==> src/rtl/jk_universal_ff_bank.sv <==
// jk_universal_ff_bank: WIDTH-bit mode-switchable JK/SR/D/T register bank with sticky SR-illegal mask and saturating change counter
module jk_universal_ff_bank #(
  parameter int WIDTH = 4,
  parameter int CNT_W = 8,
  parameter logic [WIDTH-1:0] RESET_Q = '0
) (
  input  logic             clk,
  input  logic             reset,
  input  logic             en,
  input  logic [1:0]       mode,
  input  logic [WIDTH-1:0] a,
  input  logic [WIDTH-1:0] b,
  input  logic             clr_err,
  input  logic             clr_cnt,
  output logic [WIDTH-1:0] q,
  output logic [WIDTH-1:0] qb,
  output logic [WIDTH-1:0] err_mask,
  output logic [CNT_W-1:0] chg_cnt,
  output logic             cnt_sat
);
  logic [WIDTH-1:0] jk_nxt, sr_nxt, q_nxt, err_set;
  logic [CNT_W-1:0] cnt_nxt;
  assign qb = ~q;
  always_comb begin
    jk_nxt  = (a & ~q) | (~b & q);
    sr_nxt  = (a & ~b) | (q & ~(b & ~a));
    q_nxt   = !en ? q : mode == 2'b00 ? jk_nxt : mode == 2'b01 ? sr_nxt : mode == 2'b10 ? a : q ^ a;
    err_set = (en && mode == 2'b01) ? a & b : '0;
    cnt_nxt = clr_cnt ? '0 : (q_nxt != q && !(&chg_cnt)) ? chg_cnt + 1'b1 : chg_cnt;
  end
  always_ff @(posedge clk or negedge reset) begin
    if (!reset) begin
      q        <= RESET_Q;
      err_mask <= '0;
      chg_cnt  <= '0;
      cnt_sat  <= 1'b0;
    end else begin
      q        <= q_nxt;
      err_mask <= (clr_err ? '0 : err_mask) | err_set;
      chg_cnt  <= cnt_nxt;
      cnt_sat  <= &cnt_nxt;
    end
  end
endmodule

==> config.mk <==
export PLATFORM = sky130hd
export DESIGN_NAME = jk_universal_ff_bank
export DESIGN_NICKNAME = d
export VERILOG_FILES = /design/src/rtl/jk_universal_ff_bank.sv
export SDC_FILE = /design/constraint.sdc
export NUM_CORES = 1
export LEC_CHECK = 0
export BUFFER_PORTS_ARGS = -buffer_cell sky130_fd_sc_hd__buf_2
export CORE_MARGIN = 5
export CORE_UTILIZATION = 47
export DETAILED_ROUTE_END_ITERATION = 8
export PLACE_DENSITY = 0.86
export SKIP_CTS_REPAIR_TIMING = 1
export SLEW_MARGIN = 20
export SYNTH_ARGS = -nofsm -noshare
export SYNTH_HDL_FRONTEND = slang
export SYNTH_SLANG_ARGS = --single-unit
==> constraint.sdc <==
create_clock -name clk -period 2.1 [get_ports clk]
set_input_delay 0.21 -clock clk [delete_from_list [all_inputs] [get_ports clk]]
set_output_delay 0.21 -clock clk [all_outputs]
set_load 0.05 [all_outputs]
Word-level counts from Yosys, hierarchy flattened

Index checks and enable logic that the tools add are counted.

Register bits: 17
Bits of input ports: 15

$add $sub $neg: 1
Equal/unequal tests: 3
Multiplexer cells: 8
Bitwise operators: 14
Reduce and logical (&&, ||, !) cells: 6

Operators by type and width:

| kind                                                | count |
|---|---|
| bitwise AND 4 bit                                   | 6 |
| 2-to-1 mux 4 bit                                    | 6 |
| 2-to-1 mux 8 bit                                    | 2 |
| NOT 4 bit                                           | 4 |
| AND reduction 8 bit                                 | 2 |
| OR 4 bit                                            | 3 |
| adder 8 x 1 -> 8 bit, second input constant         | 1 |
| != test 4 bit                                       | 1 |
| XOR 4 bit                                           | 1 |
| equality test 2 x 1 -> 1 bit, second input constant | 1 |
| equality test 2 bit, second input constant          | 1 |
| logical AND 1 bit                                   | 2 |
| logical NOT 2 bit                                   | 1 |
| logical NOT 1 bit                                   | 1 |

Longest topological paths before layout

Word-level depth: 13
Depth in mapped cells: 9

Least setup slack after synthesis

Ideal clock, no wire load.

Path type: flip-flop to flip-flop
From: register chg_cnt[0]
To: register cnt_sat
Setup time: 0.068 ns
Arrival: 2.247 ns
Slack: -0.215 ns
Stages on the path, launching flop included: 9
Cells stage by stage: dfrtp_1 > ha_1 > nand2_1 > nor2_1 > and3_1 > a31oi_2 > mux2_4 > nor3_2 > and4_1

Cells in the longest elaborated chain, start to end: 6
Elaborated cells between the ends (all ways): 7
Those cells by class: 1 x add/sub; 2 x mux; 4 x reduce/logical

Ends and longest elaborated chain:

| element                                                      | RTL line | source |
|---|---|---|
| start: declaration                                           | 18       | `output logic [CNT_W-1:0] chg_cnt,` |
| start signal: assignment                                     | 40       | `chg_cnt <= cnt_nxt;` |
| branches (longest 3 deep; another with adder 8 x 1 -> 8 bit) | --       |  |
| 2-to-1 mux 8 bit (*) (2 in series)                           | 29       | `cnt_nxt = clr_cnt ? '0 : (q_nxt != q && !(&chg_cnt)) ? chg_cnt + 1'b1 : chg_cnt;` |
| AND reduction 8 bit (*)                                      | 41       | `cnt_sat <= &cnt_nxt;` |
| end signal: assignment                                       | 41       |  |
| end: declaration                                             | 19       | `output logic cnt_sat` |

Mark *: on every way between the ends.

Worst setup path after layout

From: register q[0]
To: register cnt_sat

Cells in the longest elaborated chain, start to end: 10
Elaborated cells between the ends (all ways): 16
Those cells by class: 1 x eq/ne; 6 x mux; 7 x bitwise; 2 x reduce/logical

Ends and longest elaborated chain:

| element                                             | RTL line | source |
|---|---|---|
| start: declaration                                  | 15       | `output logic [WIDTH-1:0] q,` |
| start signal: assignment                            | 38       | `q <= q_nxt;` |
| XOR 4 bit (tied with other cells)                   | 27       | `q_nxt = !en ? q : mode == 2'b00 ? jk_nxt : mode == 2'b01 ? sr_nxt : mode == 2'b10 ? a : q ^ a;` |
| 2-to-1 mux 4 bit (tied with other cells)            | 27       |  |
| 2-to-1 mux 4 bit / OR 4 bit (equally long branches) | 27, 25   |  |
| 2-to-1 mux 4 bit (2 in series)                      | 27       |  |
| != test 4 bit (*)                                   | 29       |  |
| logical AND 1 bit (*)                               | 29       |  |
| 2-to-1 mux 8 bit (*) (2 in series)                  | 29       |  |
| AND reduction 8 bit (*)                             | 41       |  |

Every way passes the cells marked *; elsewhere a longest branch is shown, timed or not.

==> impl_metrics.tcl <==
set metrics [dict create \
    outcome "finished, final reports clean" \
    synth_area_leader_cell "dfrtp_1" \
    drt_iter0_drc 60 \
    synth_top_area_share_pct 31.6 \
    slew_headroom_pct 73.9 \
    n_fill_cell 259 \
    drive_above_1_share_pct 33.0 \
    initial_utilization_pct 48.8 \
    drt_wl_total_mm 3.13 \
    power.switching_mw 0.522 \
    routed_via_density 5.84 \
    rr_worst_depth 8 \
    synthesis.nets 175 \
    wire_per_inst_um 13.7 \
    gp_congestion 0.861 \
    hold_path_class "primary input to flop" \
    crit_path_start_kind "flop" \
    holdCritStartpoint "clr_err" \
    io_pins 36 \
    worst_pin_slew_ns 0.391 \
    synth.distinct_cells 45 \
    fin_skew_ns 0.0104 \
    io_buffers 35 \
    max_freq_ghz 0.506 \
    grt_overflow 0 \
    maxSlewViolCount 0 \
    post-route-min-period_ns 1.97 \
    fin_crit_sh_pct 94.0 \
    p_leak_nw 0.739 \
    syn_inst 159 \
    cts_tree "yes" \
    first_pass_iters 4 \
    dieWidth_um 63.5 \
    clk_pin_slew_ns 0.12 \
    cp-endpoint "cnt_sat" \
    r2r-end "cnt_sat" \
    worstHoldPathCells 2 \
    irDropWorstVdd_mv 0.765 \
    internal_power_mw 0.607 \
    final.setup.tns_ns 0 \
    clock_latency_ns 0.30 \
    vias 1331 \
    max-clock-path-buffers 2 \
    ys_warn_count 0 \
    cp_max_fo 6 \
    syn_to_final_growth_pct 19.4 \
    synth_area_leaders "dfrtp_1 (32%), nand2_1 (6.4%), o22ai_1 (5.1%)" \
    clockPowerShare_pct 16.5 \
    cp.arrival_ns 2.21 \
    rsz0062_at_grt "no" \
    grt_max_degree 18 \
    cts_sinks 17 \
    drc 0 \
    ys_seq_elements 17 \
    synth_edf_count 0 \
    setup-violations-final 0 \
    final_antenna_net_count 0 \
    synth_area_sq_um 1350 \
    seq_area_frac_synth_pct 31.6 \
    critPathKind "flop to flop" \
    antenna_found_initial 0 \
    regToRegStartpoint "q[0]" \
    numCtsBuffers 3 \
    powerDensity_nw_per_um2 703 \
    sw_frac_of_total_pct 46.2 \
    cap_violations 0 \
    cts_root_buffer "clkbuf_4" \
    synth.avg_cell_area_sq_um 8.46 \
    diodes 0 \
    required_ns 2.34 \
    grt_pass1_vias 1250 \
    hold_slack_ns 0.130 \
    coreArea_sq_um 2760 \
    grt_pass1_wl_mm 5.31 \
    seqPwrFrac_pct 36.5 \
    async_reset_ff_share_pct 100 \
    dieArea_sq_um 4030 \
    p_comb_share_pct 46.9 \
    fin_nets 214 \
    cp-startpoint "q[0]" \
    hold_viol 0 \
    placementRows 19 \
    synth-main-ff-cell "dfrtp_1" \
    regToRegSetupSlack_ns 0.13 \
    endpoint_kind "flop" \
    dpl.hpwl_mm 2.41 \
    grtUsageTotal_pct 15.9 \
    htreeDepth 1 \
    die_h_um 63.5 \
]
==> cell type report <==
cell class,instances,area (sq um),area share [%]
clock inverter,1,5.00,0.312
inverter,10,37.5,2.34
multi-input combinational,123,835,51.9
sequential,17,430,26.8
clock buffer,3,22.5,1.40
tap,31,38.8,2.41
timing repair buffer,43,238,14.8
==> per-stage QoR <==
stage / cell area, sq um / std cells / utilization, % / setup WS [ns] / total power [mW]
finish: 1610 / 228 / 58.3 / 0.125 / 1.13
detailed placement: 1570 / 223 / 56.9 / -0.0142 / 0.950
global route: 1610 / 228 / 58.3 / 0.00313 / 1.19
floorplan: 1360 / 159 / - / 0.00862 / 0.818
CTS: 1600 / 227 / 57.9 / 0.106 / 1.14
global placement: 1570 / 223 / 56.9 / 0.0490 / 0.938
==> how the worst min path moves through the flow <==
stage                             end  slack [ns]
after floorplan            chg_cnt[0]       -0.09
after CTS                  chg_cnt[2]       -0.19
after global placement     chg_cnt[2]        0.15
after detailed placement   chg_cnt[2]        0.16
final                     err_mask[2]        0.13
after global routing      err_mask[0]        0.14
==> cell usage after synthesis, types with 2 or more instances <==
library cell  number
o211ai_1           3
inv_1             10
o22a_1             2
dfrtp_1           17
a31oi_1            3
nand4_1            3
xor2_1             6
o21ai_0            5
xnor2_1            2
o22ai_1           11
clkbuf_1           3
and3_1             2
a221oi_1           2
a211oi_2           2
o211ai_2           2
and3b_1            2
nand3_1            7
nor2_1            12
nor3_1             3
buf_2              2
nor2b_4            2
a21oi_1            6
nand2_1           23
nand2b_1           3
and4_1             2
nor2b_1            2
a221oi_2           2
buf_6              3
==> sequential cells by signal, indices dropped and copies added, names as in the netlist <==
name	count
cnt_sat	1
q	4
err_mask	4
chg_cnt	8
==> power groups by stage <==
stage               clock [mW]  sequential (mW)  combinational (mW)
finish                   0.187            0.413               0.530
global route             0.202            0.420               0.569
CTS                      0.194            0.413               0.532
floorplan                    0            0.527               0.291
global placement             0            0.417               0.521
detailed placement           0            0.420               0.531
==> worst max-delay path, cell delays in order (launching register included) <==
cell and delay [ns]:
dfrtp_2 0.46, nand2b_1 0.17, o22ai_1 0.15, o21ai_0 0.10, buf_4 0.17, a31oi_4 0.26, mux2_4 0.33, nor3_2 0.09
and4_1 0.19
==> cells in the final DEF (no fill, tap or decap), drive strengths merged, types with 2 or more instances in the layout <==
cell type,synthesis,layout
a31oi,4,4
nand2,23,23
xor2,6,6
a221oi,4,4
nor3,4,4
nand2b,3,3
a211oi,3,3
nand4,3,3
o21ai,6,6
a21oi,6,6
nor2b,4,4
nand3,8,8
o211ai,5,5
o22a,2,2
buf,6,42
dfrtp,17,17
and3b,2,2
o22ai,11,11
xnor2,2,2
clkbuf,3,3
nor2,12,12
and4,2,2
inv,10,10
and3,2,2
==> metal layers <==
metal	wire length (um)	GRT usage, %	vias to the layer above
li1	-	-	665
met1	1360	19.7	612
met2	1520	27.7	48
met3	205	2.31	6
met4	41	5.97	0
met5	0	0	-
==> cells by family (layout without fill, tap and decap cells) <==
| logic type | count (synthesis) | after routing | synth area share, % |
|---|---|---|---|
| adder cells (fa/ha/maj) | 1 | 1 | 0.930 |
| buffers and inverters | 19 | 57 | 7.16 |
| flip-flops | 17 | 17 | 31.6 |
| AO/OA/AOI/OAI | 46 | 46 | 26.3 |
| XOR/XNOR | 8 | 8 | 5.21 |
| multiplexers | 2 | 2 | 1.86 |
| AND/OR/NAND/NOR | 66 | 66 | 26.9 |
Power figures use the tool's default switching activity.
